File: config.mk
export PLATFORM = sky130hd
export DESIGN_NAME = fmap_stream_tx
export DESIGN_NICKNAME = d
export VERILOG_FILES = /design/src/rtl/fmap_stream_tx.sv
export SDC_FILE = /design/constraint.sdc
export NUM_CORES = 1
export LEC_CHECK = 0
export BUFFER_PORTS_ARGS = -buffer_cell sky130_fd_sc_hd__buf_2
export CORE_UTILIZATION = 50
export CTS_BUF_LIST = sky130_fd_sc_hd__clkbuf_4 sky130_fd_sc_hd__clkbuf_8 sky130_fd_sc_hd__clkbuf_16
export DETAILED_ROUTE_END_ITERATION = 12
export PLACE_DENSITY = 0.75
export SYNTH_ARGS = -nofsm -noshare
export SYNTH_HDL_FRONTEND = slang
export SYNTH_SLANG_ARGS = --single-unit
File: constraint.sdc
create_clock -name clk -period 5.9 [get_ports clk]
set_input_delay 0.295 -clock clk [delete_from_list [all_inputs] [get_ports clk]]
set_output_delay 0.295 -clock clk [all_outputs]
set_load 0.02 [all_outputs]
File: src/rtl/fmap_stream_tx.sv
// ---------------------------------------------------------------------------
// fmap_stream_tx
//
// Purpose:
//   Snapshots a flattened FP16 feature map (K channels x H rows x W columns)
//   on `start` and streams it out one word per beat on a valid/ready
//   interface. Each beat carries channel/row/column tags and a last flag.
//   Words go out in ascending flat index i = c*H*W + r*W + x, so the column
//   changes fastest. Data is passed through bit-exact.
//
// Ports:
//   clk      in   clock, rising-edge
//   reset    in   asynchronous active-high reset, clears all state
//   start    in   request to snapshot fmap_in and begin a transfer
//   fmap_in  in   SIZE*DATA_WIDTH flattened map, word i at [i*DW +: DW]
//   busy     out  transfer in progress
//   done     out  one-cycle pulse after the final handshake
//   m_valid  out  stream word valid
//   m_ready  in   consumer ready
//   m_data   out  current word
//   m_last   out  current word is index SIZE-1
//   m_chan   out  channel tag of current word
//   m_row    out  row tag of current word
//   m_col    out  column tag of current word
// ---------------------------------------------------------------------------
module fmap_stream_tx #(
    parameter  int DATA_WIDTH = 16,
    parameter  int K          = 2,
    parameter  int H          = 2,
    parameter  int W          = 2,
    localparam int SIZE       = K * H * W,
    localparam int CW         = (K > 1) ? $clog2(K) : 1,
    localparam int RW         = (H > 1) ? $clog2(H) : 1,
    localparam int XW         = (W > 1) ? $clog2(W) : 1
) (
    input  logic                       clk,
    input  logic                       reset,
    input  logic                       start,
    input  logic [SIZE*DATA_WIDTH-1:0] fmap_in,
    output logic                       busy,
    output logic                       done,
    output logic                       m_valid,
    input  logic                       m_ready,
    output logic [DATA_WIDTH-1:0]      m_data,
    output logic                       m_last,
    output logic [CW-1:0]              m_chan,
    output logic [RW-1:0]              m_row,
    output logic [XW-1:0]              m_col
);

    localparam int IW = (SIZE > 1) ? $clog2(SIZE) : 1;

    typedef enum logic {
        S_IDLE = 1'b0,
        S_SEND = 1'b1
    } state_t;

    state_t                r_state;
    state_t                w_state_next;

    logic [DATA_WIDTH-1:0] r_shadow [SIZE];
    logic [IW-1:0]         r_idx;
    logic [DATA_WIDTH-1:0] r_data;
    logic                  r_last;
    logic                  r_done;
    logic [CW-1:0]         r_chan;
    logic [RW-1:0]         r_row;
    logic [XW-1:0]         r_col;

    logic                  w_start;
    logic                  w_hs;
    logic                  w_final;
    logic [IW-1:0]         w_idx_inc;

    // Only an idle block accepts start; a start during SEND is dropped.
    assign w_start   = (r_state == S_IDLE) && start;
    assign w_hs      = (r_state == S_SEND) && m_ready;
    assign w_final   = w_hs && r_last;
    assign w_idx_inc = r_idx + 1'b1;

    // -----------------------------------------------------------------------
    // FSM
    // -----------------------------------------------------------------------
    always_ff @(posedge clk or posedge reset) begin
        if (reset) begin
            r_state <= S_IDLE;
        end else begin
            r_state <= w_state_next;
        end
    end

    always_comb begin
        w_state_next = r_state;
        case (r_state)
            S_IDLE:  if (start)   w_state_next = S_SEND;
            S_SEND:  if (w_final) w_state_next = S_IDLE;
            default: w_state_next = S_IDLE;
        endcase
    end

    // -----------------------------------------------------------------------
    // Shadow copy of the map, taken only when a transfer is accepted.
    // -----------------------------------------------------------------------
    always_ff @(posedge clk or posedge reset) begin
        if (reset) begin
            for (int i = 0; i < SIZE; i++) begin
                r_shadow[i] <= '0;
            end
        end else if (w_start) begin
            for (int i = 0; i < SIZE; i++) begin
                r_shadow[i] <= fmap_in[i*DATA_WIDTH +: DATA_WIDTH];
            end
        end
    end

    // -----------------------------------------------------------------------
    // Stream datapath. The output word and last flag are registered one step
    // ahead: on start word 0 comes straight from fmap_in (the shadow is being
    // written in the same edge), on each non-final handshake the next word is
    // fetched from the shadow. Nothing moves without a handshake, which keeps
    // data/tags/last stable under backpressure.
    // -----------------------------------------------------------------------
    always_ff @(posedge clk or posedge reset) begin
        if (reset) begin
            r_idx  <= '0;
            r_data <= '0;
            r_last <= 1'b0;
            r_done <= 1'b0;
            r_chan <= '0;
            r_row  <= '0;
            r_col  <= '0;
        end else begin
            r_done <= w_final;
            if (w_start) begin
                r_idx  <= '0;
                r_data <= fmap_in[DATA_WIDTH-1:0];
                r_last <= (SIZE == 1);
                r_chan <= '0;
                r_row  <= '0;
                r_col  <= '0;
            end else if (w_hs) begin
                if (r_last) begin
                    r_last <= 1'b0;
                end else begin
                    r_idx  <= w_idx_inc;
                    r_data <= r_shadow[w_idx_inc];
                    r_last <= (w_idx_inc == IW'(SIZE - 1));
                    // Tags are independent wrapping counters: col -> row -> chan.
                    if (r_col == XW'(W - 1)) begin
                        r_col <= '0;
                        if (r_row == RW'(H - 1)) begin
                            r_row  <= '0;
                            r_chan <= r_chan + 1'b1;
                        end else begin
                            r_row <= r_row + 1'b1;
                        end
                    end else begin
                        r_col <= r_col + 1'b1;
                    end
                end
            end
        end
    end

    assign busy    = (r_state == S_SEND);
    assign m_valid = (r_state == S_SEND);
    assign done    = r_done;
    assign m_data  = r_data;
    assign m_last  = r_last;
    assign m_chan  = r_chan;
    assign m_row   = r_row;
    assign m_col   = r_col;

endmodule

## After elaboration in Yosys (flattened, before gate mapping)

Cells that the tools add are included.

- Register bits after elaboration: 153
- Input bits: 132
- Output and inout port bits: 23

- $add $sub $neg: 4
- Order comparisons: 1
- Eq/ne operators: 2
- Multiplexer cells: 29
- Bitwise operators: 2
- Reduce and logical (&&, ||, !) cells: 9

Operator list:

| kind | number |
|---|---|
| 16-bit two-way mux | 5 |
| 16-bit binary-select mux with 3-bit select | 1 |
| 1-bit two-way mux | 19 |
| 3-bit two-way mux | 3 |
| 2-bit nonzero test | 3 |
| 4-bit >= comparator, second input constant | 1 |
| 3-bit NOT with 4-bit output | 1 |
| 4-bit AND reduction | 1 |
| 1-bit adder, second input constant | 3 |
| 3-bit by 1-bit adder with 3-bit output, second input constant | 1 |
| 3-bit equality test, second input constant | 1 |
| 1-bit logical AND | 3 |
| 3-bit AND reduction | 1 |
| 2-bit by 1-bit inequality test with 1-bit output, second input constant | 1 |
| 1-bit case mux with 2 select lines | 1 |
| 2-bit AND reduction | 1 |
| 1-bit NOT | 1 |

## Depth between registers and ports, before layout

- Word-level depth: 8
- Mapped depth: 9
- Mapped depth without buffers: 5

## Worst setup path after synthesis

No wires, ideal clock.

- Path kind: flip-flop to flip-flop
- Start point: reg r_idx[0]
- End point: reg r_data[10], in the netlist m_data[10]
- Setup time: 0.142 ns
- Data arrival time: 1.803 ns
- Data required time: 5.758 ns
- Slack: 3.956 ns
- Stages on the path, launching flop included: 10
- Path buffers: 4
- Clock period less this slack: 1.944 ns
- Path through: dfrtp_1 buf_6 buf_6 inv_1 ha_1 buf_2 buf_2 mux4_2 mux2i_1 a211oi_1

- Word-level cells in the longest chain between the ends: 8

Ends and longest elaborated chain:

| item | RTL line | source |
|---|---|---|
| from (decl) | 62 | `logic [IW-1:0] r_idx;` |
| from (signal assigned) | 145 | `r_idx <= w_idx_inc;` |
| 3-bit by 1-bit adder with 3-bit output | 79 | `assign w_idx_inc = r_idx + 1'b1;` |
| 3-bit NOT with 4-bit output (not written as such) | 146 | `r_data <= r_shadow[w_idx_inc];` |
| 16-bit binary-select mux with 3-bit select | 146 |  |
| 16-bit two-way mux (not written as such) (2 in a row) | 146 |  |
| 16-bit two-way mux | 142 | `if (r_last) begin` |
| 16-bit two-way mux | 141 | `end else if (w_hs) begin` |
| 16-bit two-way mux | 134 | `if (w_start) begin` |
| to (signal assigned) | 136 | `r_data <= fmap_in[DATA_WIDTH-1:0];` |
| to (signal assigned) | 146 |  |
| to (decl) | 63 | `logic [DATA_WIDTH-1:0] r_data;` |

No other way between the ends. The select of a mux whose other input is x is not followed.
A chain may end at the register's enable or synchronous reset.

## Final worst setup path

- Start point: reg r_state, in the netlist busy
- End point: reg r_data[8], in the netlist m_data[8]

- Word-level cells in the longest chain between the ends: 4
- Elaborated cells on any way between the ends: 7
- Those cells by class: eq/ne (1); mux (1); bitwise (1); reduce/logical (4)

Ends and longest elaborated chain:

| item | RTL line | source |
|---|---|---|
| from (decl) | 58 | `state_t r_state;` |
| from (signal assigned) | 88 | `r_state <= w_state_next;` |
| 1-bit NOT | - |  |
| 1-bit logical AND | 76 | `assign w_start = (r_state == S_IDLE) && start;` |
| 2-bit by 1-bit inequality test with 1-bit output (no line) or 2-bit nonzero test (tied branches) | - |  |
| 2-bit AND reduction (no line) | - |  |

Parallel ways exist; a longest one is shown, timed or not.

==> summary.md <==
| Metric | Value |
|---|---|
| Outcome | completed |
| Initial antenna violation count | 0 |
| Placed wire-length estimate | between 10000 and 15000 um |
| P_int | roughly 2.9 mW |
| CP cell instances | nor2b_4 -> buf_4 -> nor3_1 -> a211oi_1 |
| Leakage | between 4 and 5 nW |
| CP Class | reg -> reg |
| Tmin final | roughly 2800 ps |
| Worst-skew pair later-pin latency | approximately 420 ps |
| Clk buf depth | 2 |
| Worst slew margin | between 20% and 30% |
| DIE HEIGHT | roughly 120 um |
| Placed Instances | 1005 |
| Vias in the first global route | 5344 |
| Routed wire length | about 16000 um |
| Worst flop-to-flop path startpoint | busy |
| Final cell count without fillers | 1033 |
| Ys async rst share | between 90% and 100% |
| Switching power | 1.69 mW |
| First-pass GRT wire length | 26400 um |
| Crit path from | busy |
| Worst setup margin | 3130 ps |
| Peak Freq | 361 MHz |
| Crit path max fanout | 81 |
| Top cells by area, synth | dfrtp_1 55%, nand2_1 21%, mux4_2 9.4% |
| Layout Utilization | around three fifths |
| Setup bufs post-CTS | 0 |
| Port Buf Inserts | around 150 |
| CTS Buf Count | 17 |
| Tot GR Track Use | between 20% and 30% |
| Die ar. | 14300 um^2 |
| Largest area contributor in the netlist | dfrtp_1 |
| Slowest-stage cell, CP | nor2b_4 |
| Area share of the largest cell type after synthesis | 55.3% |
| Root Driver | clkbuf_16 |
| Top_reg_cell synth | dfrtp_1 |
| Yosys cell types | 35 |
| CORE AREA | 13400 um^2 |
| Delay-heaviest family, CP | simple AND/OR/NAND/NOR gates |
| Commonest non-fill, non-tap cell in the layout | nand2_1 |
| Fill count | 1150 |
| Mean routed wirelength per cell | between 15 and 20 um |
| Fin. Hold Viols | 0 |
| Max-Cap Viols | 0 |
| Worst EP arrival | 3080 ps |
| Power share of the combinational group | around 40% |
| Syn avg cell area | roughly 9.6 um^2 |
| Clock sink count | approximately 150 |
| CTS resizes | 0 |
| Cells after Synth | 718 |
| Area growth syn-to-layout | 18.6% |
| Number of synthesized flops with an enable pin | 0 |
| Yosys Warn Count | 0 |
| Startpoint Class | flip-flop |
| Seq/Total Area, Yosys | 55.3% |
| Via density | 5.24 |
| I/O pin cnt | 155 |
| Share of cells above drive strength 1 | 25.9% |
| Multi-input gate area | 2840 um^2 |
| Clock share of power | 20.5% |
| Largest net degree at the start of global routing | 104 |
| Overall Power | 4.59 mW |
| Die X | 120 um |
| Setup Viol. Count Final | 0 |
| CTS tree | built |
| # H-tree levels | 4 |
| Clk slew on worst S/H paths | 60 ps |
| CTS hold repair buffers | 0 |
| Synth Register Bits | 153 |
| Slew Limit Fails | 0 |
| Remaining global-route overflow | 0 |
| Maximum vdd drop | 0.261 mV |
| Final antenna-violating net count | 0 |
| Cell Rows | 42 |
| CP peak stage delay | about 930 ps |
| Worst slew pin tran | 1130 ps |
| Setup TNS | 0 ps |
| Pre-CTS setup slack | between 3000 and 4000 ps |
| Crit path buf inv count | 1 |
| Starting DRT DRC Count | 439 |
| Syn nets | about 850 |
| Setup crit end kind | flip-flop |
| DRC Markers | 0 |
| FF/Latch Area | 3830 um^2 |
| Antenna Cells | 0 |
| RSZ-0062 raised after global routing | false |
| WP data required | 6210 ps |
| Nets | a little under 1000 |
| Router iterations before antenna repair | 6 |
| Switching Share | 36.8% |
| Final worst path period share | a little under half |
| Gpl congestion | 0.817 |
| Vias | 5416 |
| Worst hold path type | in -> async |
| Sequential share of power | 39.5% |
| Cell Area, Synth | 6930 um^2 |
| Initial Utilization | 51.7% |
| Power Dens Cells | between 500 and 600 nW/um^2 |
| Setup Skew | 6.54 ps |
| Most frequent cells in the layout | 387 x nand2_1, 154 x buf_2, 152 x dfrtp_1 |
## power by group through the flow
stage	clock (mW)	combinational, mW	sequential, mW
after floorplan	0	1.39	1.82
after global placement	0	1.80	1.80
after detailed placement	0	1.85	1.82
after CTS	0.954	1.86	1.81
after global routing	1.00	2.04	1.87
final	0.941	1.83	1.81
## logic make-up (layout without fill, tap and decap cells)
group | after synthesis | after routing | share of synthesized area, %
and+or+nand+nor | 443 | 443 | 25.3
DFF | 153 | 153 | 55.3
buffers and inverters | 52 | 191 | 3.94
muxes | 40 | 40 | 11.7
AOI/OAI and AO/OA | 24 | 24 | 2.55
xor gates and xnor gates | 4 | 4 | 0.885
adders and majority gates | 2 | 2 | 0.361
## synth_stat cells (2+ instances only)
library cell / number
buf_6: 2
ha_1: 2
nor2_1: 10
inv_1: 4
or3_1: 2
buf_1: 4
a211oi_1: 6
mux2i_1: 8
buf_2: 22
buf_4: 2
nor3_1: 5
mux4_1: 3
o21ai_0: 4
nor2b_1: 3
mux4_2: 29
clkbuf_1: 16
nand3_1: 22
a21oi_1: 2
xnor2_1: 2
nand4_1: 9
dfrtp_1: 153
o2111ai_1: 9
nand2_1: 387
## stage by stage
| step | hold slack [ps] | instance area [um^2] |
|---|---|---|
| floorplan | 400 | 6930 |
| global placement | 450 | 7720 |
| detailed placement | 457 | 7720 |
| CTS | 52.2 | 8210 |
| global route | 61.1 | 8210 |
| finish | 50.0 | 8210 |
## cell type report
cell class              count  share of cell area [%]
flip-flops and latches    153                    46.6
well taps                 176                    2.68
repair buffers            159                    9.84
inverters                   4                   0.244
multi-input cells         513                    34.6
clock buffers              22                    5.64
clock inverters             6                   0.366
## path summary, 6_finish.rpt
path                            endpoint  slack [ps]  cells past startpoint
max                            m_data[8]        3130                      4
min                          r_shadow[3]          50                      2
max reg2reg                    m_data[8]        3130                      4
min reg2reg                r_shadow[105]         470                      2
max in group asynchronous   r_shadow[45]        4610                      3
min in group clk           r_shadow[104]          60                      3
## registers in the layout (all words and copies together), names as in the netlist
name,cells
m_chan,1
m_last,1
r_shadow,128
busy,1
m_data,16
m_col,1
r_idx,3
m_row,1
done,1
## routing by layer
metal / track usage [%] / share of wire [%] / up-vias
met5: 0 / 0 / -
met4: 8.91 / 2.1 / 0
met3: 4.90 / 4.6 / 19
met2: 40.7 / 50 / 174
met1: 31.1 / 43 / 2615
li1: - / - / 2608
## worst register-to-register path, delay by kind of cell, from the launching register on
family                 cells  cell delay [ps]
buffers and inverters      1              810
AO/OA/AOI/OAI              1              240
flip-flops                 1              540
AND/OR/NAND/NOR            2             1090
Note: power is estimated with default switching activity, not from simulation.
